<file path="src/rtl/blackparrot_fpga_host_write_from_axil_if.sv">
// AXI4-Lite write channel bundle (AW, W, B) between host interconnect and CSR write slave.
interface blackparrot_fpga_host_write_from_axil_if #(
   parameter int unsigned ADDR_W = 64,
   parameter int unsigned DATA_W = 32
);
   localparam int unsigned STRB_W = DATA_W / 8;

   logic [ADDR_W-1:0] awaddr;
   logic              awvalid;
   logic              awready;
   logic [2:0]        awprot;
   logic [DATA_W-1:0] wdata;
   logic [STRB_W-1:0] wstrb;
   logic              wvalid;
   logic              wready;
   logic [1:0]        bresp;
   logic              bvalid;
   logic              bready;

   modport master (
      output awaddr, awvalid, awprot, wdata, wstrb, wvalid, bready,
      input  awready, wready, bresp, bvalid
   );

   modport slave (
      input  awaddr, awvalid, awprot, wdata, wstrb, wvalid, bready,
      output awready, wready, bresp, bvalid
   );
endinterface

</file>
<file path="src/rtl/blackparrot_fpga_host_write_from_axil.sv">
// AXI4-Lite write slave: buffers AW/W, decodes the address against a CSR table and
// forwards the write data onto the matching ready/valid FIFO lane, one write at a time.
module blackparrot_fpga_host_write_from_axil #(
   parameter int unsigned S_AXIL_ADDR_WIDTH = 64,
   parameter int unsigned S_AXIL_DATA_WIDTH = 32,
   parameter int unsigned CSR_ELS_P         = 1,
   parameter logic [CSR_ELS_P-1:0][S_AXIL_ADDR_WIDTH-1:0] csr_addr_p = '0
) (
   input  logic                                          s_axil_aclk,
   input  logic                                          s_axil_aresetn,
   blackparrot_fpga_host_write_from_axil_if.slave        s_axil,
   output logic [CSR_ELS_P-1:0]                          fifo_v_o,
   input  logic [CSR_ELS_P-1:0]                          fifo_ready_i,
   output logic [CSR_ELS_P-1:0][S_AXIL_DATA_WIDTH-1:0]   fifo_data_o
);
   localparam int unsigned AW = S_AXIL_ADDR_WIDTH;
   localparam int unsigned DW = S_AXIL_DATA_WIDTH;

   typedef enum logic [1:0] {ST_IDLE, ST_DISPATCH, ST_RESP} state_e;

   state_e state_q, state_n;

   // two-entry AW buffer
   logic [1:0][AW-1:0] aw_mem_q;
   logic               aw_wptr_q, aw_rptr_q;
   logic [1:0]         aw_cnt_q, aw_cnt_n;
   logic               aw_ready_q;
   logic               aw_push_c;
   logic [AW-1:0]      aw_head_c;

   // two-entry W buffer
   logic [1:0][DW-1:0] w_mem_q;
   logic               w_wptr_q, w_rptr_q;
   logic [1:0]         w_cnt_q, w_cnt_n;
   logic               w_ready_q;
   logic               w_push_c;
   logic [DW-1:0]      w_head_c;

   logic                 heads_v_c;
   logic                 pop_c;
   logic                 hit_c;
   logic [CSR_ELS_P-1:0] grant_c;
   logic                 fire_c;

   logic [CSR_ELS_P-1:0] fifo_v_q, fifo_v_n;
   logic [DW-1:0]        data_q, data_n;
   logic                 bvalid_q, bvalid_n;

   logic unused_c;

   assign unused_c = ^{s_axil.awprot, s_axil.wstrb};

   assign aw_push_c = s_axil.awvalid & aw_ready_q;
   assign w_push_c  = s_axil.wvalid & w_ready_q;
   assign aw_head_c = aw_mem_q[aw_rptr_q];
   assign w_head_c  = w_mem_q[w_rptr_q];
   assign heads_v_c = (aw_cnt_q != 2'd0) && (w_cnt_q != 2'd0);
   assign aw_cnt_n  = aw_cnt_q + 2'(aw_push_c) - 2'(pop_c);
   assign w_cnt_n   = w_cnt_q + 2'(w_push_c) - 2'(pop_c);
   assign fire_c    = |(fifo_v_q & fifo_ready_i);

   assign s_axil.awready = aw_ready_q;
   assign s_axil.wready  = w_ready_q;
   assign s_axil.bvalid  = bvalid_q;
   assign s_axil.bresp   = 2'b00;
   assign fifo_v_o       = fifo_v_q;
   assign fifo_data_o    = {CSR_ELS_P{data_q}};

   // AW buffer storage, pointers and registered not-full flag
   always_ff @(posedge s_axil_aclk or negedge s_axil_aresetn) begin
      if (!s_axil_aresetn) begin
         aw_mem_q   <= '0;
         aw_wptr_q  <= 1'b0;
         aw_rptr_q  <= 1'b0;
         aw_cnt_q   <= 2'd0;
         aw_ready_q <= 1'b0;
      end else begin
         if (aw_push_c) begin
            aw_mem_q[aw_wptr_q] <= s_axil.awaddr;
            aw_wptr_q           <= ~aw_wptr_q;
         end
         if (pop_c) aw_rptr_q <= ~aw_rptr_q;
         aw_cnt_q   <= aw_cnt_n;
         aw_ready_q <= (aw_cnt_n != 2'd2);
      end
   end

   // W buffer storage, pointers and registered not-full flag
   always_ff @(posedge s_axil_aclk or negedge s_axil_aresetn) begin
      if (!s_axil_aresetn) begin
         w_mem_q   <= '0;
         w_wptr_q  <= 1'b0;
         w_rptr_q  <= 1'b0;
         w_cnt_q   <= 2'd0;
         w_ready_q <= 1'b0;
      end else begin
         if (w_push_c) begin
            w_mem_q[w_wptr_q] <= s_axil.wdata;
            w_wptr_q          <= ~w_wptr_q;
         end
         if (pop_c) w_rptr_q <= ~w_rptr_q;
         w_cnt_q   <= w_cnt_n;
         w_ready_q <= (w_cnt_n != 2'd2);
      end
   end

   // fixed-priority address decode, lowest matching index wins
   always_comb begin
      grant_c = '0;
      hit_c   = 1'b0;
      for (int i = 0; i < int'(CSR_ELS_P); i++) begin
         if (!hit_c && (aw_head_c == csr_addr_p[i])) begin
            grant_c[i] = 1'b1;
            hit_c      = 1'b1;
         end
      end
   end

   // state register
   always_ff @(posedge s_axil_aclk or negedge s_axil_aresetn) begin
      if (!s_axil_aresetn) state_q <= ST_IDLE;
      else                 state_q <= state_n;
   end

   // next state and buffer pop
   always_comb begin
      state_n = state_q;
      pop_c   = 1'b0;
      case (state_q)
         ST_IDLE: begin
            if (heads_v_c) begin
               pop_c   = ~hit_c;
               state_n = hit_c ? ST_DISPATCH : ST_RESP;
            end
         end
         ST_DISPATCH: begin
            if (fire_c) begin
               pop_c   = 1'b1;
               state_n = ST_RESP;
            end
         end
         ST_RESP: begin
            if (s_axil.bready) state_n = ST_IDLE;
         end
         default: state_n = ST_IDLE;
      endcase
   end

   // next values of the registered FIFO and B outputs
   always_comb begin
      fifo_v_n = fifo_v_q;
      data_n   = data_q;
      bvalid_n = bvalid_q;
      case (state_q)
         ST_IDLE: begin
            if (heads_v_c && hit_c) begin
               fifo_v_n = grant_c;
               data_n   = w_head_c;
            end else if (heads_v_c) begin
               bvalid_n = 1'b1;
            end
         end
         ST_DISPATCH: begin
            if (fire_c) begin
               fifo_v_n = '0;
               bvalid_n = 1'b1;
            end
         end
         ST_RESP: begin
            if (s_axil.bready) bvalid_n = 1'b0;
         end
         default: begin
            fifo_v_n = '0;
            bvalid_n = 1'b0;
         end
      endcase
   end

   // output registers
   always_ff @(posedge s_axil_aclk or negedge s_axil_aresetn) begin
      if (!s_axil_aresetn) begin
         fifo_v_q <= '0;
         data_q   <= '0;
         bvalid_q <= 1'b0;
      end else begin
         fifo_v_q <= fifo_v_n;
         data_q   <= data_n;
         bvalid_q <= bvalid_n;
      end
   end
endmodule
</file>
<file path="src/flat_wrapper.sv">
// flat-port wrapper written by rule: the top's interface ports become plain ports
module blackparrot_fpga_host_write_from_axil_flat 
#(
   parameter int unsigned S_AXIL_ADDR_WIDTH = 64,
   parameter int unsigned S_AXIL_DATA_WIDTH = 32,
   parameter int unsigned CSR_ELS_P         = 1,
   parameter logic [CSR_ELS_P-1:0][S_AXIL_ADDR_WIDTH-1:0] csr_addr_p = '0
)
  (s_axil_aclk, s_axil_aresetn, fifo_v_o, fifo_ready_i, fifo_data_o, s_axil_awaddr, s_axil_awvalid, s_axil_awprot, s_axil_wdata, s_axil_wstrb, s_axil_wvalid, s_axil_bready, s_axil_awready, s_axil_wready, s_axil_bresp, s_axil_bvalid);
  blackparrot_fpga_host_write_from_axil_if s_axil_i ();
  input  logic s_axil_aclk;
  input  logic s_axil_aresetn;
  output logic [CSR_ELS_P-1:0] fifo_v_o;
  input  logic [CSR_ELS_P-1:0] fifo_ready_i;
  output logic [CSR_ELS_P-1:0][S_AXIL_DATA_WIDTH-1:0] fifo_data_o;
  input wire logic [$bits(s_axil_i.awaddr)-1:0] s_axil_awaddr;
  input wire logic [$bits(s_axil_i.awvalid)-1:0] s_axil_awvalid;
  input wire logic [$bits(s_axil_i.awprot)-1:0] s_axil_awprot;
  input wire logic [$bits(s_axil_i.wdata)-1:0] s_axil_wdata;
  input wire logic [$bits(s_axil_i.wstrb)-1:0] s_axil_wstrb;
  input wire logic [$bits(s_axil_i.wvalid)-1:0] s_axil_wvalid;
  input wire logic [$bits(s_axil_i.bready)-1:0] s_axil_bready;
  output wire logic [$bits(s_axil_i.awready)-1:0] s_axil_awready;
  output wire logic [$bits(s_axil_i.wready)-1:0] s_axil_wready;
  output wire logic [$bits(s_axil_i.bresp)-1:0] s_axil_bresp;
  output wire logic [$bits(s_axil_i.bvalid)-1:0] s_axil_bvalid;
  assign s_axil_i.awaddr = s_axil_awaddr;
  assign s_axil_i.awvalid = s_axil_awvalid;
  assign s_axil_i.awprot = s_axil_awprot;
  assign s_axil_i.wdata = s_axil_wdata;
  assign s_axil_i.wstrb = s_axil_wstrb;
  assign s_axil_i.wvalid = s_axil_wvalid;
  assign s_axil_i.bready = s_axil_bready;
  assign s_axil_awready = s_axil_i.awready;
  assign s_axil_wready = s_axil_i.wready;
  assign s_axil_bresp = s_axil_i.bresp;
  assign s_axil_bvalid = s_axil_i.bvalid;
  blackparrot_fpga_host_write_from_axil #(.S_AXIL_ADDR_WIDTH(S_AXIL_ADDR_WIDTH), .S_AXIL_DATA_WIDTH(S_AXIL_DATA_WIDTH), .CSR_ELS_P(CSR_ELS_P), .csr_addr_p(csr_addr_p)) u_core (.s_axil_aclk(s_axil_aclk), .s_axil_aresetn(s_axil_aresetn), .s_axil(s_axil_i), .fifo_v_o(fifo_v_o), .fifo_ready_i(fifo_ready_i), .fifo_data_o(fifo_data_o));
endmodule
</file>
<file path="config.mk">
export PLATFORM = sky130hd
export DESIGN_NAME = blackparrot_fpga_host_write_from_axil_flat
export DESIGN_NICKNAME = d
export VERILOG_FILES = /design/src/rtl/blackparrot_fpga_host_write_from_axil_if.sv /design/src/rtl/blackparrot_fpga_host_write_from_axil.sv /design/src/flat_wrapper.sv
export SDC_FILE = /design/constraint.sdc
export NUM_CORES = 1
export LEC_CHECK = 0
export CORE_MARGIN = 2
export CORE_UTILIZATION = 35
export DETAILED_ROUTE_END_ITERATION = 12
export GPL_TIMING_DRIVEN = 0
export MAX_ROUTING_LAYER = met4
export PLACE_DENSITY = 0.61
export SETUP_SLACK_MARGIN = 0.15
export SKIP_CTS_REPAIR_TIMING = 1
export SLEW_MARGIN = 5
export SYNTH_ARGS = -nofsm -noshare
export SYNTH_HDL_FRONTEND = slang
export SYNTH_SLANG_ARGS = --single-unit
</file>
<file path="constraint.sdc">
create_clock -name s_axil_aclk -period 5.9 [get_ports s_axil_aclk]
set_input_delay 1.77 -clock s_axil_aclk [delete_from_list [all_inputs] [get_ports s_axil_aclk]]
set_output_delay 1.77 -clock s_axil_aclk [all_outputs]
set_load 0.02 [all_outputs]
</file>
Word level (Yosys, flattened, before mapping)
Cells that the tools add are included.

cells by class
  $add $sub $neg = 4
  $lt $le $gt $ge = 6
  equality and inequality tests = 9
  mux-type cells = 27
  bitwise logic cells = 9
  reductions and logical operators = 12

operators by type and width
  kind                  count
  $mux W64              3
  $bwmux W128           1
  $mux W32              3
  $bwmux W64            1
  $demux W64 S1         1
  $logic_not A64 Y1     1
  $demux W32 S1         1
  $mux W1               9
  $lt A1 B2 Y1 const B  4
  $mux W2               4
  $ne A2 B2 Y1 const B  4
  $ne A2 B1 Y1 const B  3
  $not A1 Y1            6
  $pmux W1 S3           2
  $pmux W2 S3           1
  $reduce_and A3 Y1     2
  $add A2 B1 Y2         2
  $logic_and A1 B1 Y1   4
  $reduce_and A4 Y1     1
  $reduce_bool A2 Y1    2
  $sub A2 B1 Y2         2
  $and A1 B1 Y1         3
  $eq A2 B1 Y1 const B  1
  $eq A2 B2 Y1 const B  1
  4 further kinds       5

word-level totals
  register bits after elaboration = 238
  bits of input ports = 109
  output and inout bits = 38

Logic depth before layout (Yosys ltp)
  depth after elaboration = 9
  mapped depth = 12

Least setup slack after synthesis
No wires, ideal clock.

  path kind = input to register
  start point = input fifo_ready_i
  end point = register u_core.aw_ready_q, in the netlist u_core.s_axil.awready
  setup time = 0.123 ns
  arrival = 3.005 ns
  data required time = 5.777 ns
  path slack = 2.772 ns
  stages = 9
  path buffers = 0
  path through = nand2_1 a2bb2oi_2 inv_1 ha_1 inv_1 ha_1 xnor2_1 xnor2_1 nand2b_1

on the way
  cells in the longest elaborated chain, start to end = 5

ends and longest elaborated chain
  element                 line                                          text
  from (decl)             flat_wrapper.sv:14                            input logic [CSR_ELS_P-1:0] fifo_ready_i;
  $and A1 B1 Y1           blackparrot_fpga_host_write_from_axil.sv:60   assign fire_c = |(fifo_v_q & fifo_ready_i);
  $mux W1                 blackparrot_fpga_host_write_from_axil.sv:137  if (fire_c) begin
  $pmux W1 S2             blackparrot_fpga_host_write_from_axil.sv:129  case (state_q)
  net u_core.pop_c        blackparrot_fpga_host_write_from_axil.sv:40   logic pop_c;
  $sub A2 B1 Y2           blackparrot_fpga_host_write_from_axil.sv:58   assign aw_cnt_n = aw_cnt_q + 2'(aw_push_c) - 2'(pop_c);
  net u_core.aw_cnt_n[1]  blackparrot_fpga_host_write_from_axil.sv:26   logic [1:0] aw_cnt_q, aw_cnt_n;
  $ne A2 B2 Y1            blackparrot_fpga_host_write_from_axil.sv:84   aw_ready_q <= (aw_cnt_n != 2'd2);
  to (signal assigned)    blackparrot_fpga_host_write_from_axil.sv:84
  to (decl)               blackparrot_fpga_host_write_from_axil.sv:27   logic aw_ready_q;

The timed path passes the listed nets, and every way through them passes these cells.
A chain may end at the register's enable or synchronous reset.

Final worst setup path
  start point = input s_axil_awvalid
  end point = register u_core.aw_mem_q[11] (netlist bit)

on the way
  cells in the longest elaborated chain, start to end = 1

ends and longest elaborated chain
  element                          line                                         text
  from (decl)                      flat_wrapper.sv:17                           input wire logic [$bits(s_axil_i.awvalid)-1:0] s_axil_awvalid;
  $and A1 B1 Y1                    blackparrot_fpga_host_write_from_axil.sv:53  assign aw_push_c = s_axil.awvalid & aw_ready_q;
  net u_core.aw_push_c             blackparrot_fpga_host_write_from_axil.sv:28  logic aw_push_c;
  to (signal, indexed assignment)  blackparrot_fpga_host_write_from_axil.sv:79  aw_mem_q[aw_wptr_q] <= s_axil.awaddr;
  to (decl)                        blackparrot_fpga_host_write_from_axil.sv:24  logic [1:0][AW-1:0] aw_mem_q;

The timed path passes the listed nets, and every way through them passes these cells.

==> impl_metrics.py <==
metrics = {
    "outcome": {
        "status": "complete, no violations",
    },
    "timing": {
        "slew-limit-headroom_pct": 52.5,
        "worst_slew_pin_slew_ns": 0.712,
        "rsz0062_at_grt": "false",
        "slew_viol_final": 0,
        "finClkSkew_ns": 0.0145,
        "hold_viol_final": 0,
        "finalCritPeriodShare_pct": 58.8,
        "max_freq_mhz": 288,
        "finalSetupViolations": 0,
        "setup_ws_ns": 2.43,
        "min_period_ns": 3.47,
    },
    "cells_and_area": {
        "finalInstanceArea_mm2": 0.0125,
        "syn_to_final_growth_pct": 28.3,
        "layout_commonest_cell": "dfrtp_1",
        "drive_gt1_share_pct": 40.8,
        "nNetsFinal": 899,
        "fin_cells": 1185,
        "layout_common_cells": "dfrtp_1 (238), mux2_2 (227), clkdlybuf4s50_1 (136), mux2_4 (28)",
        "fillCellCount": 2553,
    },
    "place": {
        "port-buffer-count": 137,
        "hpwl_mm": 14.0,
        "placed_cells": 1135,
        "dp_slack_ns": 1.85,
        "place_congestion": 0.723,
        "placed_cell_area_mm2": 0.0117,
    },
    "detailed_routing": {
        "wl_per_cell_um": 16.9,
        "drtPass1Iterations": 4,
        "vias": 5525,
        "drc": 0,
        "antenna_left": 0,
        "drt_iter0_drc": 274,
        "vias_per_cell": 4.66,
        "wirelength_mm": 20.0,
    },
    "synth": {
        "yosysTopAreaCellShare_pct": 61.0,
        "syn_inst": 617,
        "synth-seq-cells": 238,
        "syn_area_per_cell_um2": 15.8,
        "yosysSeqAreaShare_pct": 61.0,
        "syn_area_mm2": 0.00976,
        "netlist_top_cells_area": "dfrtp_1 (61%), mux2_2 (26%), mux2_4 (4.3%)",
        "yosysWarningCount": 0,
        "synth_cell_types": 31,
        "synth.largest_area_cell": "dfrtp_1",
    },
    "critical_path": {
        "crit_required_ns": 6.30,
        "crit_top_cell": "clkbuf_1",
        "critical_path.max_fanout": 10,
        "crit_path_top_delay_cell": "clkbuf_1",
        "worstSetupPathType": "in2reg",
        "critPathCaptureType": "flip-flop",
        "arrival_ns": 3.87,
        "cpPeakStageDelay_ns": 0.45,
        "crit_chain": "clkdlybuf4s50_1 -> and2_1 -> clkbuf_1 -> nand2b_1 -> clkbuf_1 -> buf_2 -> mux2_2",
        "startpoint_type": "primary input",
    },
    "grt": {
        "antenna_found_initial": 1,
        "grt_max_degree": 117,
        "grt_pass1_vias": 5934,
        "grt_pass1_wl_mm": 32.7,
        "grt_overflow": 0,
        "grtUsageTotal_pct": 14.5,
    },
    "die": {
        "core_mm2": 0.0276,
        "initial_core_util_pct": 35.3,
        "die_h_um": 171,
        "dieArea_mm2": 0.0292,
        "die-width_um": 171,
        "io_pins": 147,
        "rows": 61,
    },
    "power": {
        "power_density_mw_per_mm2": 456,
        "combinationalPowerShare_pct": 24.8,
        "pwr-share-seq_pct": 47.0,
        "max-vdd-ir-drop_v": 0.000195,
        "p_int_mw": 4.20,
        "p_leak_nw": 5.29,
        "clock_power_share_pct": 28.2,
        "power.net_switching_mw": 1.52,
        "swShare_pct": 26.6,
    },
    "cts": {
        "root_buffer": "clkbuf_16",
        "cts_tree": "built",
        "clk_latency_ns": 0.52,
        "clock_tree.buffer_depth": 3,
        "cts_buffers": 27,
        "clkTransAtPathRegs_ns": 0.06,
        "cts.sink_count": 238,
        "htree_num_levels": 1,
    },
    "worst_hold_path": {
        "hp-class": "reg2reg",
    },
    "run": {
        "cap_violations": 0,
    },
}
[layout make-up]
type / count / area, um2 / share of cell area [%]
Timing Repair Buffer: 139 / 1430 / 11.4
Buffer: 30 / 188 / 1.50
Inverter: 5 / 18.8 / 0.150
Clock inverter: 14 / 130 / 1.04
Tap cell: 378 / 473 / 3.77
Multi-Input combinational cell: 345 / 3610 / 28.8
Antenna cell: 1 / 2.50 / 0.0200
Sequential cell: 238 / 5960 / 47.5
Clock buffer: 35 / 726 / 5.79
[cells by family (layout without fill, tap and decap cells)]
| kind of cell | after synthesis | count (layout) | share of synthesized area (%) |
|---|---|---|---|
| fa+ha+maj | 4 | 4 | 0.513 |
| simple gates | 69 | 69 | 4.48 |
| compound gates | 6 | 6 | 0.538 |
| other cells | 1 | 3 | 0.0384 |
| flops | 238 | 238 | 61.0 |
| mux | 256 | 256 | 30.6 |
| xor+xnor | 8 | 8 | 0.718 |
| buf+inv | 35 | 223 | 2.11 |
[Yosys cell counts]
| cell type | n |
|---|---|
| dfrtp_1 | 238 |
| mux2_2 | 227 |
| mux2_4 | 28 |
| nor4_1 | 27 |
| buf_2 | 15 |
| nand4_1 | 8 |
| clkbuf_1 | 7 |
| nand2_1 | 7 |
| nor2_1 | 7 |
| xnor2_1 | 6 |
| inv_1 | 5 |
| nand2b_1 | 5 |
| ha_1 | 4 |
| or3_1 | 4 |
| and2_1 | 3 |
| buf_1 | 3 |
| buf_12 | 3 |
| buf_4 | 2 |
| nor3_1 | 2 |
| nor3_2 | 2 |
| nor4b_2 | 2 |
| o21ai_0 | 2 |
| xor2_1 | 2 |
| a2bb2oi_2 | 1 |
| conb_1 | 1 |
| mux2_1 | 1 |
| nor2_8 | 1 |
| o21a_1 | 1 |
| o21bai_1 | 1 |
| o22ai_2 | 1 |
| or4_4 | 1 |
[worst paths after layout]
| path | start | endpoint | slack, ns | depth (start not counted) |
|---|---|---|---|---|
| max | s_axil_awvalid | u_core.aw_mem_q[11]$_DFFE_PN0P_ | 2.43 | 7 |
| min | u_core.w_wptr_q$_DFFE_PN0P_ | u_core.w_wptr_q$_DFFE_PN0P_ | 0.49 | 1 |
| max reg2reg | u_core.aw_mem_q[65]$_DFFE_PN0P_ | u_core.s_axil.wready$_DFF_PN0_ | 2.83 | 12 |
| min reg2reg | u_core.w_wptr_q$_DFFE_PN0P_ | u_core.w_wptr_q$_DFFE_PN0P_ | 0.49 | 1 |
| max in group asynchronous | s_axil_aresetn | u_core.aw_mem_q[81]$_DFFE_PN0P_ | 4.07 | 2 |
| min in group asynchronous | s_axil_aresetn | u_core.w_mem_q[42]$_DFFE_PN0P_ | 1.06 | 1 |
[critical path: cells and delay by family]
kind	cells	cell delay [ns]
buffers and inverters	4	1.46
muxes	1	0.38
and+or+nand+nor	2	0.26
[flip-flops by register name (all words and copies together), names as in the netlist]
register and cells:
u_core.aw_wptr_q 1, u_core.w_mem_q 64, u_core.aw_rptr_q 1, u_core.aw_mem_q 128, u_core.s_axil.bvalid 1, u_core.aw_cnt_q 2, u_core.w_cnt_q 2, u_core.w_rptr_q 1
u_core.fifo_v_o 1, u_core.state_q 2, u_core.w_wptr_q 1, u_core.s_axil.awready 1, u_core.fifo_data_o 32, u_core.s_axil.wready 1
[routing by layer]
metal | part of all wire (%) | vias to the layer above | global-route usage, % | routed length (um)
met4 | 2.1 | 0 | 3.17 | 412
met3 | 5.5 | 33 | 3.15 | 1110
met5 | 0 | - | - | 0
met1 | 46 | 2805 | 19.6 | 9300
li1 | - | 2568 | - | -
met2 | 46 | 119 | 22.6 | 9210
[through the flow]
step | util, % | hold slack [ns] | power (mW) | setup TNS [ns]
3_5_place_dp | 42.2 | 0.474 | 4.16 | 0
6_report | 45.4 | 0.486 | 5.72 | 0
4_1_cts | 45.3 | 0.486 | 5.81 | 0
5_1_grt | 45.4 | 0.513 | 6.08 | 0
2_1_floorplan | - | 0.454 | 3.72 | 0
3_3_place_gp | 42.0 | 0.464 | 4.11 | -1756.19
[power by group through the flow]
stage	Clock [mW]	Sequential, mW	Combinational [mW]
2_1_floorplan	0	2.61	1.12
3_3_place_gp	0	2.70	1.40
3_5_place_dp	0	2.71	1.45
4_1_cts	1.67	2.69	1.45
5_1_grt	1.73	2.78	1.57
6_report	1.61	2.69	1.42
Power figures use the tool's default switching activity.
